### config.mk
export PLATFORM = sky130hd
export DESIGN_NAME = lsu_ctrl
export DESIGN_NICKNAME = d
export VERILOG_FILES = /design/src/rtl/lsu_ctrl.sv
export SDC_FILE = /design/constraint.sdc
export NUM_CORES = 1
export LEC_CHECK = 0
export ABC_AREA = 1
export BUFFER_PORTS_ARGS = -buffer_cell sky130_fd_sc_hd__buf_2
export CORE_UTILIZATION = 45
export DETAILED_ROUTE_END_ITERATION = 10
export GPL_ROUTABILITY_DRIVEN = 0
export GPL_TIMING_DRIVEN = 1
export PLACE_DENSITY = 0.82
export SKIP_LAST_GASP = 1
export SLEW_MARGIN = 15
export SYNTH_ARGS = -nofsm -noshare
export SYNTH_HDL_FRONTEND = slang
export SYNTH_SLANG_ARGS = --single-unit
### constraint.sdc
create_clock -name clk -period 1.6 [get_ports clk]
set_input_delay 0.16 -clock clk [delete_from_list [all_inputs] [get_ports clk]]
set_output_delay 0.16 -clock clk [all_outputs]
set_load 0.02 [all_outputs]
### src/rtl/lsu_ctrl.sv
// ---------------------------------------------------------------------------
// lsu_ctrl
//
// Load/store sequencer sitting between decode/execute and a 32-bit data bus.
// A request carries the 3-bit mem_read / mem_write size codes from the
// control unit. The block checks legality and alignment, runs one bus beat
// (byte/half/word) or two beats (doubleword), and returns one response pulse
// with sign- or zero-extended load data. While it is busy it stalls the pipe.
//
// Optional build macro:
//   LSU_TIMEOUT_EN - abort a beat with a fault after TIMEOUT_CYCLES cycles
//                    without bus_ack. Left undefined, the block waits for
//                    bus_ack forever.
//
// Ports:
//   clk, rst         clock, synchronous active-high reset
//   req_valid        request present
//   req_ready        high only in IDLE; accept = req_valid & req_ready
//   mem_read[2:0]    001 LB, 010 LH, 011 LW, 100 LD, 101 LBU, 110 LHU, 111 LWU
//   mem_write[2:0]   001 SB, 010 SH, 011 SW, 100 SD; 101-111 illegal
//   addr[63:0]       byte address (truncated to ADDR_W bits on the bus)
//   wdata[63:0]      store data, LSB-justified
//   stall            high whenever the block is not IDLE
//   rsp_valid        one-cycle response pulse
//   rsp_rdata[63:0]  extended load data; 0 for stores and faults
//   rsp_fault        misaligned, illegal or timed-out op
//   bus_req          bus request, held until bus_ack
//   bus_we           1 = write
//   bus_addr         word-aligned bus address
//   bus_wdata[31:0]  lane-replicated write data
//   bus_be[3:0]      byte enables
//   bus_ack          beat complete; bus_rdata valid in the same cycle
//   bus_rdata[31:0]  read data
// ---------------------------------------------------------------------------
module lsu_ctrl #(
  parameter int ADDR_W         = 32,
  parameter int TIMEOUT_CYCLES = 255
) (
  input  logic              clk,
  input  logic              rst,
  input  logic              req_valid,
  output logic              req_ready,
  input  logic [2:0]        mem_read,
  input  logic [2:0]        mem_write,
  input  logic [63:0]       addr,
  input  logic [63:0]       wdata,
  output logic              stall,
  output logic              rsp_valid,
  output logic [63:0]       rsp_rdata,
  output logic              rsp_fault,
  output logic              bus_req,
  output logic              bus_we,
  output logic [ADDR_W-1:0] bus_addr,
  output logic [31:0]       bus_wdata,
  output logic [3:0]        bus_be,
  input  logic              bus_ack,
  input  logic [31:0]       bus_rdata
);

  typedef enum logic [1:0] {IDLE, BEAT0, BEAT1, RESP} state_t;

  state_t state, state_n;

  logic [2:0]  op_read, op_write;
  logic [1:0]  op_lane;
  logic [31:0] op_wdata_hi;
  logic [31:0] lo_word;

  logic              bus_req_n, bus_we_n;
  logic [ADDR_W-1:0] bus_addr_n;
  logic [31:0]       bus_wdata_n;
  logic [3:0]        bus_be_n;
  logic              rsp_valid_n, rsp_fault_n;
  logic [63:0]       rsp_rdata_n;

  logic        accept, ack, op_dbl;
  logic [2:0]  code;
  logic        is_byte, is_half, is_word, is_dbl;
  logic        illegal, misaligned, noop;
  logic [3:0]  be_acc;
  logic [31:0] wd_acc;
  logic [31:0] ld_shift;
  logic [63:0] ld_ext;
  logic        tmo_hit;

  // The upper address bits above the bus width are deliberately dropped;
  // folding them here keeps them visibly consumed.
  logic unused_addr;
  assign unused_addr = ^addr;

  assign req_ready = (state == IDLE);
  assign stall     = (state != IDLE);
  assign accept    = req_valid & req_ready;
  // An ack only counts while we are actually requesting the bus.
  assign ack       = bus_ack & bus_req;
  assign op_dbl    = (op_read == 3'b100) || (op_write == 3'b100);

  // Decode the incoming request: operand size from whichever code is set,
  // plus the illegal / misaligned / no-op classification used on accept.
  always_comb begin
    code       = mem_read | mem_write;
    is_byte    = (code[1:0] == 2'b01);
    is_half    = (code[1:0] == 2'b10);
    is_word    = (code[1:0] == 2'b11);
    is_dbl     = (code == 3'b100);
    illegal    = ((mem_read != 3'b000) && (mem_write != 3'b000)) ||
                 (mem_write[2] && (mem_write[1:0] != 2'b00));
    misaligned = (is_half && addr[0]) ||
                 (is_word && (addr[1:0] != 2'b00)) ||
                 (is_dbl  && (addr[2:0] != 3'b000));
    noop       = (mem_read == 3'b000) && (mem_write == 3'b000);
    be_acc     = 4'b1111;
    wd_acc     = wdata[31:0];
    if (is_byte) begin
      be_acc = 4'b0001 << addr[1:0];
      wd_acc = {4{wdata[7:0]}};
    end else if (is_half) begin
      be_acc = 4'b0011 << addr[1:0];
      wd_acc = {2{wdata[15:0]}};
    end
  end

  // Load extension for single-beat reads: shift the addressed lane down to
  // bit 0, then sign- or zero-extend according to the read code.
  always_comb begin
    ld_shift = bus_rdata >> {op_lane, 3'b000};
    case (op_read)
      3'b001:  ld_ext = {{56{ld_shift[7]}}, ld_shift[7:0]};
      3'b010:  ld_ext = {{48{ld_shift[15]}}, ld_shift[15:0]};
      3'b011:  ld_ext = {{32{ld_shift[31]}}, ld_shift};
      3'b101:  ld_ext = {56'd0, ld_shift[7:0]};
      3'b110:  ld_ext = {48'd0, ld_shift[15:0]};
      3'b111:  ld_ext = {32'd0, ld_shift};
      default: ld_ext = 64'd0;
    endcase
  end

`ifdef LSU_TIMEOUT_EN
  localparam int TMO_W = ($clog2(TIMEOUT_CYCLES + 1) > 8) ? $clog2(TIMEOUT_CYCLES + 1) : 8;

  logic [TMO_W-1:0] tmo_cnt, tmo_cnt_n;

  // The counter restarts on every beat entry (anything but a stay in a
  // beat state resets it) and counts cycles spent waiting for an ack.
  always_comb begin
    tmo_cnt_n = '0;
    if (((state == BEAT0) || (state == BEAT1)) && !ack) begin
      tmo_cnt_n = tmo_cnt + 1'b1;
    end
  end

  // The limit is hit in the last waiting cycle, so bus_req is high for
  // exactly TIMEOUT_CYCLES cycles; an ack in that cycle still wins.
  assign tmo_hit = (tmo_cnt == TMO_W'(TIMEOUT_CYCLES - 1));

  always_ff @(posedge clk) begin
    if (rst) begin
      tmo_cnt <= '0;
    end else begin
      tmo_cnt <= tmo_cnt_n;
    end
  end
`else
  logic unused_timeout;
  assign unused_timeout = ^32'(TIMEOUT_CYCLES);
  assign tmo_hit        = 1'b0;
`endif

  // Next-state and next-output logic. Bus fields hold by default so they stay
  // stable while waiting for an ack; response fields default to zero so the
  // response is a single-cycle pulse.
  always_comb begin
    state_n     = state;
    bus_req_n   = bus_req;
    bus_we_n    = bus_we;
    bus_addr_n  = bus_addr;
    bus_wdata_n = bus_wdata;
    bus_be_n    = bus_be;
    rsp_valid_n = 1'b0;
    rsp_fault_n = 1'b0;
    rsp_rdata_n = 64'd0;
    case (state)
      IDLE: begin
        if (accept) begin
          if (illegal || misaligned || noop) begin
            state_n     = RESP;
            rsp_valid_n = 1'b1;
            rsp_fault_n = illegal || misaligned;
          end else begin
            state_n     = BEAT0;
            bus_req_n   = 1'b1;
            bus_we_n    = (mem_write != 3'b000);
            bus_addr_n  = {addr[ADDR_W-1:2], 2'b00};
            bus_be_n    = be_acc;
            bus_wdata_n = (mem_write != 3'b000) ? wd_acc : 32'd0;
          end
        end
      end
      BEAT0, BEAT1: begin
        if (ack && (state == BEAT0) && op_dbl) begin
          state_n     = BEAT1;
          bus_addr_n  = bus_addr + ADDR_W'(4);
          bus_wdata_n = (op_write != 3'b000) ? op_wdata_hi : 32'd0;
        end else if (ack || tmo_hit) begin
          state_n     = RESP;
          bus_req_n   = 1'b0;
          bus_we_n    = 1'b0;
          bus_addr_n  = '0;
          bus_wdata_n = 32'd0;
          bus_be_n    = 4'd0;
          rsp_valid_n = 1'b1;
          rsp_fault_n = !ack;
          if (ack && (op_read != 3'b000)) begin
            rsp_rdata_n = op_dbl ? {bus_rdata, lo_word} : ld_ext;
          end
        end
      end
      RESP: begin
        state_n = IDLE;
      end
      default: begin
        state_n = IDLE;
      end
    endcase
  end

  // State and registered-output update; reset abandons any bus transaction.
  always_ff @(posedge clk) begin
    if (rst) begin
      state     <= IDLE;
      bus_req   <= 1'b0;
      bus_we    <= 1'b0;
      bus_addr  <= '0;
      bus_wdata <= 32'd0;
      bus_be    <= 4'd0;
      rsp_valid <= 1'b0;
      rsp_fault <= 1'b0;
      rsp_rdata <= 64'd0;
    end else begin
      state     <= state_n;
      bus_req   <= bus_req_n;
      bus_we    <= bus_we_n;
      bus_addr  <= bus_addr_n;
      bus_wdata <= bus_wdata_n;
      bus_be    <= bus_be_n;
      rsp_valid <= rsp_valid_n;
      rsp_fault <= rsp_fault_n;
      rsp_rdata <= rsp_rdata_n;
    end
  end

  // Capture the request on accept so later input changes have no effect.
  // Only the pieces needed after the first beat is launched are kept.
  always_ff @(posedge clk) begin
    if (rst) begin
      op_read     <= 3'd0;
      op_write    <= 3'd0;
      op_lane     <= 2'd0;
      op_wdata_hi <= 32'd0;
    end else if (accept) begin
      op_read     <= mem_read;
      op_write    <= mem_write;
      op_lane     <= addr[1:0];
      op_wdata_hi <= wdata[63:32];
    end
  end

  // The first beat of a doubleword load becomes the low word of the result.
  always_ff @(posedge clk) begin
    if (rst) begin
      lo_word <= 32'd0;
    end else if ((state == BEAT0) && ack) begin
      lo_word <= bus_rdata;
    end
  end

endmodule

==> out/results.ini, run 1 <==
[sta]
finalCriticalPeriod_ns=1.70
hold_slack_ns=0.00658
fmax_ghz=0.587
final-hold-violation-count=0
maxSlewViolCount=0
finalCritPeriodShare_pct=106
grt_setup_unrepaired=yes
fin_skew_ns=0.0207
fin_ws_ns=-0.103
setup_viol=93

[synth]
synthTopCellsByArea=dfxtp_1, nand2_1, nor2_1
yosysTopAreaCellShare_pct=39.9
synth_compound_gate_area_share_pct=14.3
synth_mux_area_share_pct=0.671
synth_top_area_cell=dfxtp_1
yosys.area_share.adder_pct=1.08
synth_top_family_by_area=simple AND/OR/NAND/NOR gates
synth_edf_count=0
synth_area_mm2=0.0104
ys.flop_type=dfxtp_1
synth.avg_cell_area_um2=6.49
yosysSeqAreaShare_pct=39.9
synthMostInstantiatedCell=nand2_1
ys_warn_count=0
synthCells=1609
ys_ff_latch=208
async_reset_ff_share_pct=0
yosysUniqueCellTypes=39
synthSimpleGateAreaFrac_pct=34.2
synth_common_cells=nand2_1, nor2_1, dfxtp_1, a21oi_1, o21ai_0
synth_xor_area_share_pct=0.671

[placement]
placed_area_mm2=0.0129
dpl.hpwl_um=25600
dpl.cell_count=2191
portBuffers=273

[cells_and_area]
post-route-util_pct=69.3
design_area_mm2=0.0157
drive_above_1_share_pct=30.0
stdcell_count=2355
fill_cells=1591
nets=2230
synthToLayoutAreaGrowth_pct=50.6

[cts]
clk_path_buf_depth=3
clk_latency_ns=0.53
cts_root_buffer=clkbuf_16
cts_buffers=24
clk_pin_slew_worst_paths_ns=0.06
htree_levels=1
clkSinkCount=208
cts_tree=done

[floorplan]
dieArea_mm2=0.0238
initial_utilization_pct=46.0
core_mm2=0.0227
die_h_um=154
ioPinCount=308
fp-row-count=55
dieWidth_um=154

[global_route]
grt_pass1_wl_um=62400
grt_max_degree=81
antenna_found_initial=3
grt-ovfl-total=0
grt_usage_pct=32.5
grt_pass1_vias=12300

[critical_path]
critical_path_peak_fanout=5
crit_path_end_kind=flop
crit_arrival_ns=2.15
crit_type=reg -> reg
cp_data_required_time_ns=2.05
start_kind=flop

[detailed_routing]
final_antenna_net_count=0
drt_iter0_drc=1608
dr_total_vias=13300
viasPerCell=5.63
drc=0
post_drt_wl_per_cell_um=17.9
totalWireLength_um=42100
first_pass_iters=6

[power_and_ir_drop]
power.total_mw=28.3
powerDensity_mw_per_mm2=1800
p_leak_nw=7.43
ir_worst_vdd_v=0.00113

[job]
maxCapViolations=0

[run_status]
status=finished, violations left
violations=negative setup slack

[min_path]
min_path_type=in -> reg

[path summary, 6_finish.rpt]
path / start / to / slack, ns / depth (start not counted)
worst max register to register: state[0]$_SDFFE_PP0P_ / bus_wdata[21]$_SDFFE_PP0P_ / -0.10 / 8
worst min register to register: bus_wdata[22]$_SDFFE_PP0P_ / bus_wdata[22]$_SDFFE_PP0P_ / 0.45 / 2
worst max-delay path: state[0]$_SDFFE_PP0P_ / bus_wdata[21]$_SDFFE_PP0P_ / -0.10 / 8
worst min-delay path: addr[9] / bus_addr[9]$_SDFFE_PP0P_ / 0.007 / 5
[worst max-delay path: stages (launching register included)]
cell and delay (ns):
dfxtp_4 0.37, inv_4 0.05, ha_4 0.33, buf_6 0.15, clkbuf_16 0.14, nand4_1 0.18, nand2_1 0.14, nand4_1 0.12
a21oi_1 0.14
[layer usage]
| metal | GRT usage (%) | wire length (um) |
|---|---|---|
| met5 | 0 | 0 |
| met2 | 56.1 | 20000 |
| met3 | 6.30 | 4230 |
| met1 | 37.9 | 15100 |
| met4 | 18.1 | 2760 |
[report_power, final]
part           internal [mW]  switching [mW]  leakage, nW
Sequential              6.30           0.835         1.70
Combinational           6.28            8.97         5.31
Clock                   3.64            2.30        0.422
[layout by cell type (no fill, tap or decap), types with 7 or more instances in the layout]
| master | instances |
|---|---|
| mux2i_1 | 7 |
| nand2_2 | 25 |
| nand4_1 | 44 |
| buf_2 | 272 |
| buf_6 | 11 |
| a21oi_1 | 107 |
| nand2_4 | 9 |
| inv_2 | 10 |
| inv_1 | 107 |
| dfxtp_2 | 10 |
| clkbuf_16 | 31 |
| o211ai_1 | 8 |
| nor2_4 | 7 |
| nand3b_1 | 9 |
| buf_12 | 23 |
| buf_4 | 103 |
| nand2_1 | 435 |
| o21ai_0 | 110 |
| a21oi_2 | 39 |
| nor2_1 | 206 |
| nand3_1 | 84 |
| o21ai_1 | 11 |
| dlygate4sd3_1 | 90 |
| dfxtp_1 | 194 |
| xor2_1 | 7 |
| nor2_2 | 23 |
[metrics by stage]
| step | setup slack, ns | setup TNS [ns] |
|---|---|---|
| floorplan | -0.00291 | -0.00577 |
| global placement | -0.142 | -5.68 |
| detailed placement | -0.147 | -9.38 |
| CTS | -0.0371 | -0.0579 |
| global route | -0.145 | -9.76 |
| finish | -0.103 | -3.35 |
[area by class of cell]
| type | instances | area [um^2] | area share [%] |
|---|---|---|---|
| diodes | 3 | 7.51 | 0.0477 |
| clock buffers | 31 | 677 | 4.30 |
| clock inverters | 11 | 181 | 1.15 |
| inverters | 126 | 493 | 3.13 |
| multi-input cells | 1176 | 5820 | 37.0 |
| flip-flops and latches | 208 | 4190 | 26.6 |
| well taps | 285 | 357 | 2.27 |
| repair buffers | 515 | 4010 | 25.5 |
[sequential cells by signal, indices dropped and copies added (netlist names)]
name,flops
rsp_rdata,64
bus_wdata,32
lo_word,32
op_wdata_hi,32
bus_addr,30
bus_be,4
op_read,3
op_write,3
op_lane,2
state,2
bus_req,1
bus_we,1
rsp_fault,1
rsp_valid,1
[cell families after synthesis]
| group | Yosys count |
|---|---|
| compound gates | 289 |
| xor+xnor | 8 |
| fa+ha+maj | 9 |
| buf+inv | 226 |
| flops | 208 |
| mux | 7 |
| other cells | 1 |
| simple gates | 861 |
[what timing repair did]
action,in CTS,in global routing
endpoints found under the setup margin,96,138
hold endpoints to repair,122,0
cloned,5,8
pin swaps,7,53
resized for setup,33,139
setup buffers,13,4
hold buffers,90,0
No activity file was read; power rests on OpenSTA's default activity.
==> inputs of run 2 (changes only) <==
- ABC_AREA: 1 -> not set
- PLACE_DENSITY: 0.82 -> 0.83
- RECOVER_POWER: not set -> 50
==> run 2 against run 1 <==
The run ends with negative hold slack, negative setup slack left. Clock power is 9.4% lower. Register-to-register slack worse by 1.2 ns. Sequential share of layout area is 2.4 points lower. Critical path type unchanged. Largest cell class unchanged. Highest routed layer is now met5.
==> out/results.ini, run 2 <==
[synth]
ys_warn_count=0  ; unchanged
synthMostInstantiatedCell=nand2_1
synth_compound_gate_area_share_pct=29.9  ; +16 points
yosys.area_share.adder_pct=1.16  ; +0.087 points
yosysSeqAreaShare_pct=43.1  ; +3.2 points
synth_xor_area_share_pct=0.181  ; -0.49 points
synthCells=1191  ; -26%
synth_common_cells=nand2_1, dfxtp_1, a21oi_1, clkbuf_1, a211oi_1
synthSimpleGateAreaFrac_pct=17.1  ; -17 points
ys_ff_latch=208  ; unchanged
synth_top_family_by_area=compound AO/OA/AOI/OAI gates
ys.flop_type=dfxtp_1
synth_mux_area_share_pct=3.13  ; +2.5 points
synth.avg_cell_area_um2=8.12  ; +25%
synth_top_area_cell=dfxtp_1
synth_edf_count=0  ; unchanged
yosysUniqueCellTypes=70  ; +79%
synthTopCellsByArea=dfxtp_1, a21oi_1, nand2_1
async_reset_ff_share_pct=0  ; unchanged
yosysTopAreaCellShare_pct=43.1  ; +3.2 points
synth_area_mm2=0.00967  ; -7.5%

[placement]
placed_area_mm2=0.0131  ; +1.6%
dpl.hpwl_um=25000  ; -2.5%
place_ws_ns=-0.424  ; -0.277 ns
portBuffers=273  ; unchanged

[floorplan]
core_mm2=0.0210  ; -7.4%
initial_utilization_pct=46.0  ; about the same
fp-row-count=53  ; -3.6%
dieArea_mm2=0.0221  ; -7.4%
die_h_um=149  ; -3.7%
ioPinCount=308  ; unchanged
dieWidth_um=149  ; -3.7%

[global_route]
grt_pass1_vias=13200  ; +7.0%
grt_max_degree=69  ; -15%
grt_usage_pct=42.4  ; +9.8 points
grt_pass1_wl_um=72900  ; +17%
grt-ovfl-total=0  ; unchanged
antenna_found_initial=3  ; unchanged

[cts]
cts_root_buffer=clkbuf_16
clk_path_buf_depth=3  ; unchanged
clk_pin_slew_worst_paths_ns=0.08  ; +0.02 ns
htree_levels=1  ; unchanged
cts_buffers=22  ; -8.3%
clk_latency_ns=0.56  ; +0.03 ns
cts_tree=done
clkSinkCount=208  ; unchanged

[job]
maxCapViolations=0  ; unchanged

[sta]
fin_tns_setup_ns=-79.44  ; -76.08 ns
fmax_ghz=0.343  ; -42%
fin_ws_ns=-1.32  ; -1.21 ns
relSlewSlack_pct=27.0
finalCriticalPeriod_ns=2.92  ; +1.21 ns
tightest_slew_ns=1.09
final-hold-violation-count=1  ; +1
maxSlewViolCount=0  ; unchanged
setup_viol=182  ; +96%
grt_setup_unrepaired=yes
finalCritPeriodShare_pct=182  ; +76 points
hold_slack_ns=-0.0112  ; -0.0178 ns
fin_skew_ns=0.0532  ; +0.0325 ns

[cells_and_area]
final_cell_mix=nand2_1, buf_2, dfxtp_1
design_area_mm2=0.0174  ; +10%
top_register=rsp_rdata
synthToLayoutAreaGrowth_pct=79.6
nets=1896  ; -15%
fill_cells=947  ; -40%
drive_above_1_share_pct=47.1  ; +17 points
largest_register_ffs=64  ; unchanged
layout_commonest_cell=nand2_1

[detailed_routing]
totalWireLength_um=60300  ; +43%
drc=0  ; unchanged
final_antenna_net_count=0  ; unchanged
post_drt_wl_per_cell_um=30.0  ; +68%
viasPerCell=7.17  ; +27%
dr_total_vias=14400  ; +8.7%
first_pass_iters=7  ; +1
drt_iter0_drc=2486  ; +55%

[power_and_ir_drop]
p_comb_share_pct=59.2  ; +5.4 points
ir_worst_vdd_v=0.00127  ; +12%
p_int_mw=16.4  ; +0.91%
p_clk_share_pct=18.3  ; -2.7 points
p_leak_nw=6.61  ; -11%
powerDensity_mw_per_mm2=1690  ; -5.9%
switching_share_pct=44.3  ; +1.6 points
p_switching_mw=13.0  ; +7.6%
seqPwrFrac_pct=22.5  ; -2.7 points

[critical_path]
cp_data_required_time_ns=1.93  ; -0.12 ns
worstReg2RegEnd=bus_wdata[11]$_SDFFE_PP0P_
crit_path_end_kind=flop
crit_type=reg -> reg
worstRegToRegCells=10  ; +2
path_common_cell=buf_6
cp_cell_sequence=inv_6, ha_4, clkinv_8, buf_6, nor2_4, a41o_1, buf_6, buf_8, a21oi_1, a211oi_1
worstReg2RegStart=state[1]$_SDFFE_PP0P_
crit_arrival_ns=3.24  ; +1.09 ns
path_buf_inv=5  ; +2
r2r_slack_ns=-1.32  ; -1.21 ns
start_kind=flop
crit_family=compound AO/OA/AOI/OAI gates
cp_slowest_stage_delay_ns=0.90  ; +0.53 ns
critical_path_peak_fanout=6  ; +1
cpMaxStageDelayCell=a211oi_1

[min_path]
whs_path_depth=3  ; -2
hold_end=bus_addr[23]$_SDFFE_PP0P_
min_path_type=in -> reg
hold_path.startpoint=addr[23]

[run_status]
status=finished, violations left
violations=negative hold slack, negative setup slack

-- run 2: power groups by stage --
stage               sequential, mW  combinational, mW  clock, mW
detailed placement            6.54               10.5          0
CTS                           6.44               13.0       5.16
global route                  6.62               17.7       5.49
finish                        6.61               17.4       5.38
floorplan                     7.17               5.91          0
global placement              6.51               10.3          0
-- run 2: how the worst max path moves through the flow --
stage                     slack, ns                     start  cells past startpoint                          to
after floorplan               -0.57  bus_addr[3]$_SDFFE_PP0P_                      7   bus_addr[24]$_SDFFE_PP0P_
after global placement        -0.38  bus_addr[3]$_SDFFE_PP0P_                      7   bus_addr[30]$_SDFFE_PP0P_
after detailed placement      -0.42  bus_addr[3]$_SDFFE_PP0P_                      6   bus_addr[24]$_SDFFE_PP0P_
after CTS                     -0.38  op_write[1]$_SDFFE_PP0P_                      7   bus_wdata[8]$_SDFFE_PP0P_
after global routing          -1.28     state[0]$_SDFFE_PP0P_                     10  bus_wdata[11]$_SDFFE_PP0P_
final                         -1.32     state[1]$_SDFFE_PP0P_                     10  bus_wdata[11]$_SDFFE_PP0P_
-- run 2: logic make-up after synthesis --
logic type                 count (synthesis)
AOI/OAI and AO/OA                        437
xor gates and xnor gates                   2
adders and majority gates                  9
buffers and inverters                    130
DFF                                      208
muxes                                     28
other                                      1
and+or+nand+nor                          376
-- run 2: final cells by class --
cell class	instances	area, um^2	area share (%)
timing repair buffer	611	5210	30.0
inverter	19	93.8	0.541
antenna	3	7.51	0.0432
multi-input combinational	855	6780	39.0
clock inverter	12	113	0.649
tap	275	344	1.98
sequential	208	4210	24.2
clock buffer	27	609	3.51
-- run 2: per-layer routing --
layer	global-route usage [%]	routed length, um
met3	11.1	9740
met2	69.3	25100
met1	48.4	18600
met4	28.7	6850
met5	0	62
-- run 2: worst register-to-register path, delay by kind of cell, from the launching register on --
family	cells	cell delay (ns)
compound gates	3	1.17
buf+inv	5	0.58
flops	1	0.39
fa+ha+maj	1	0.33
simple gates	1	0.21
-- run 2: metrics by stage --
stage	total power, mW	instances	util, %
5_1_grt	29.8	2007	82.5
4_1_cts	24.6	1976	76.7
2_1_floorplan	13.1	1192	-
6_report	29.4	2010	82.6
3_3_place_gp	16.8	1800	62.5
3_5_place_dp	17.0	1800	62.5
-- run 2: timing repair --
action | CTS | global route
hold endpoints to repair | 104 | 0
buffers inserted | 45 | 36
resized for setup | 161 | 219
setup endpoints to repair | 177 | 205
hold buffers | 75 | 0
cloned | 20 | 17
pin swaps | 47 | 119
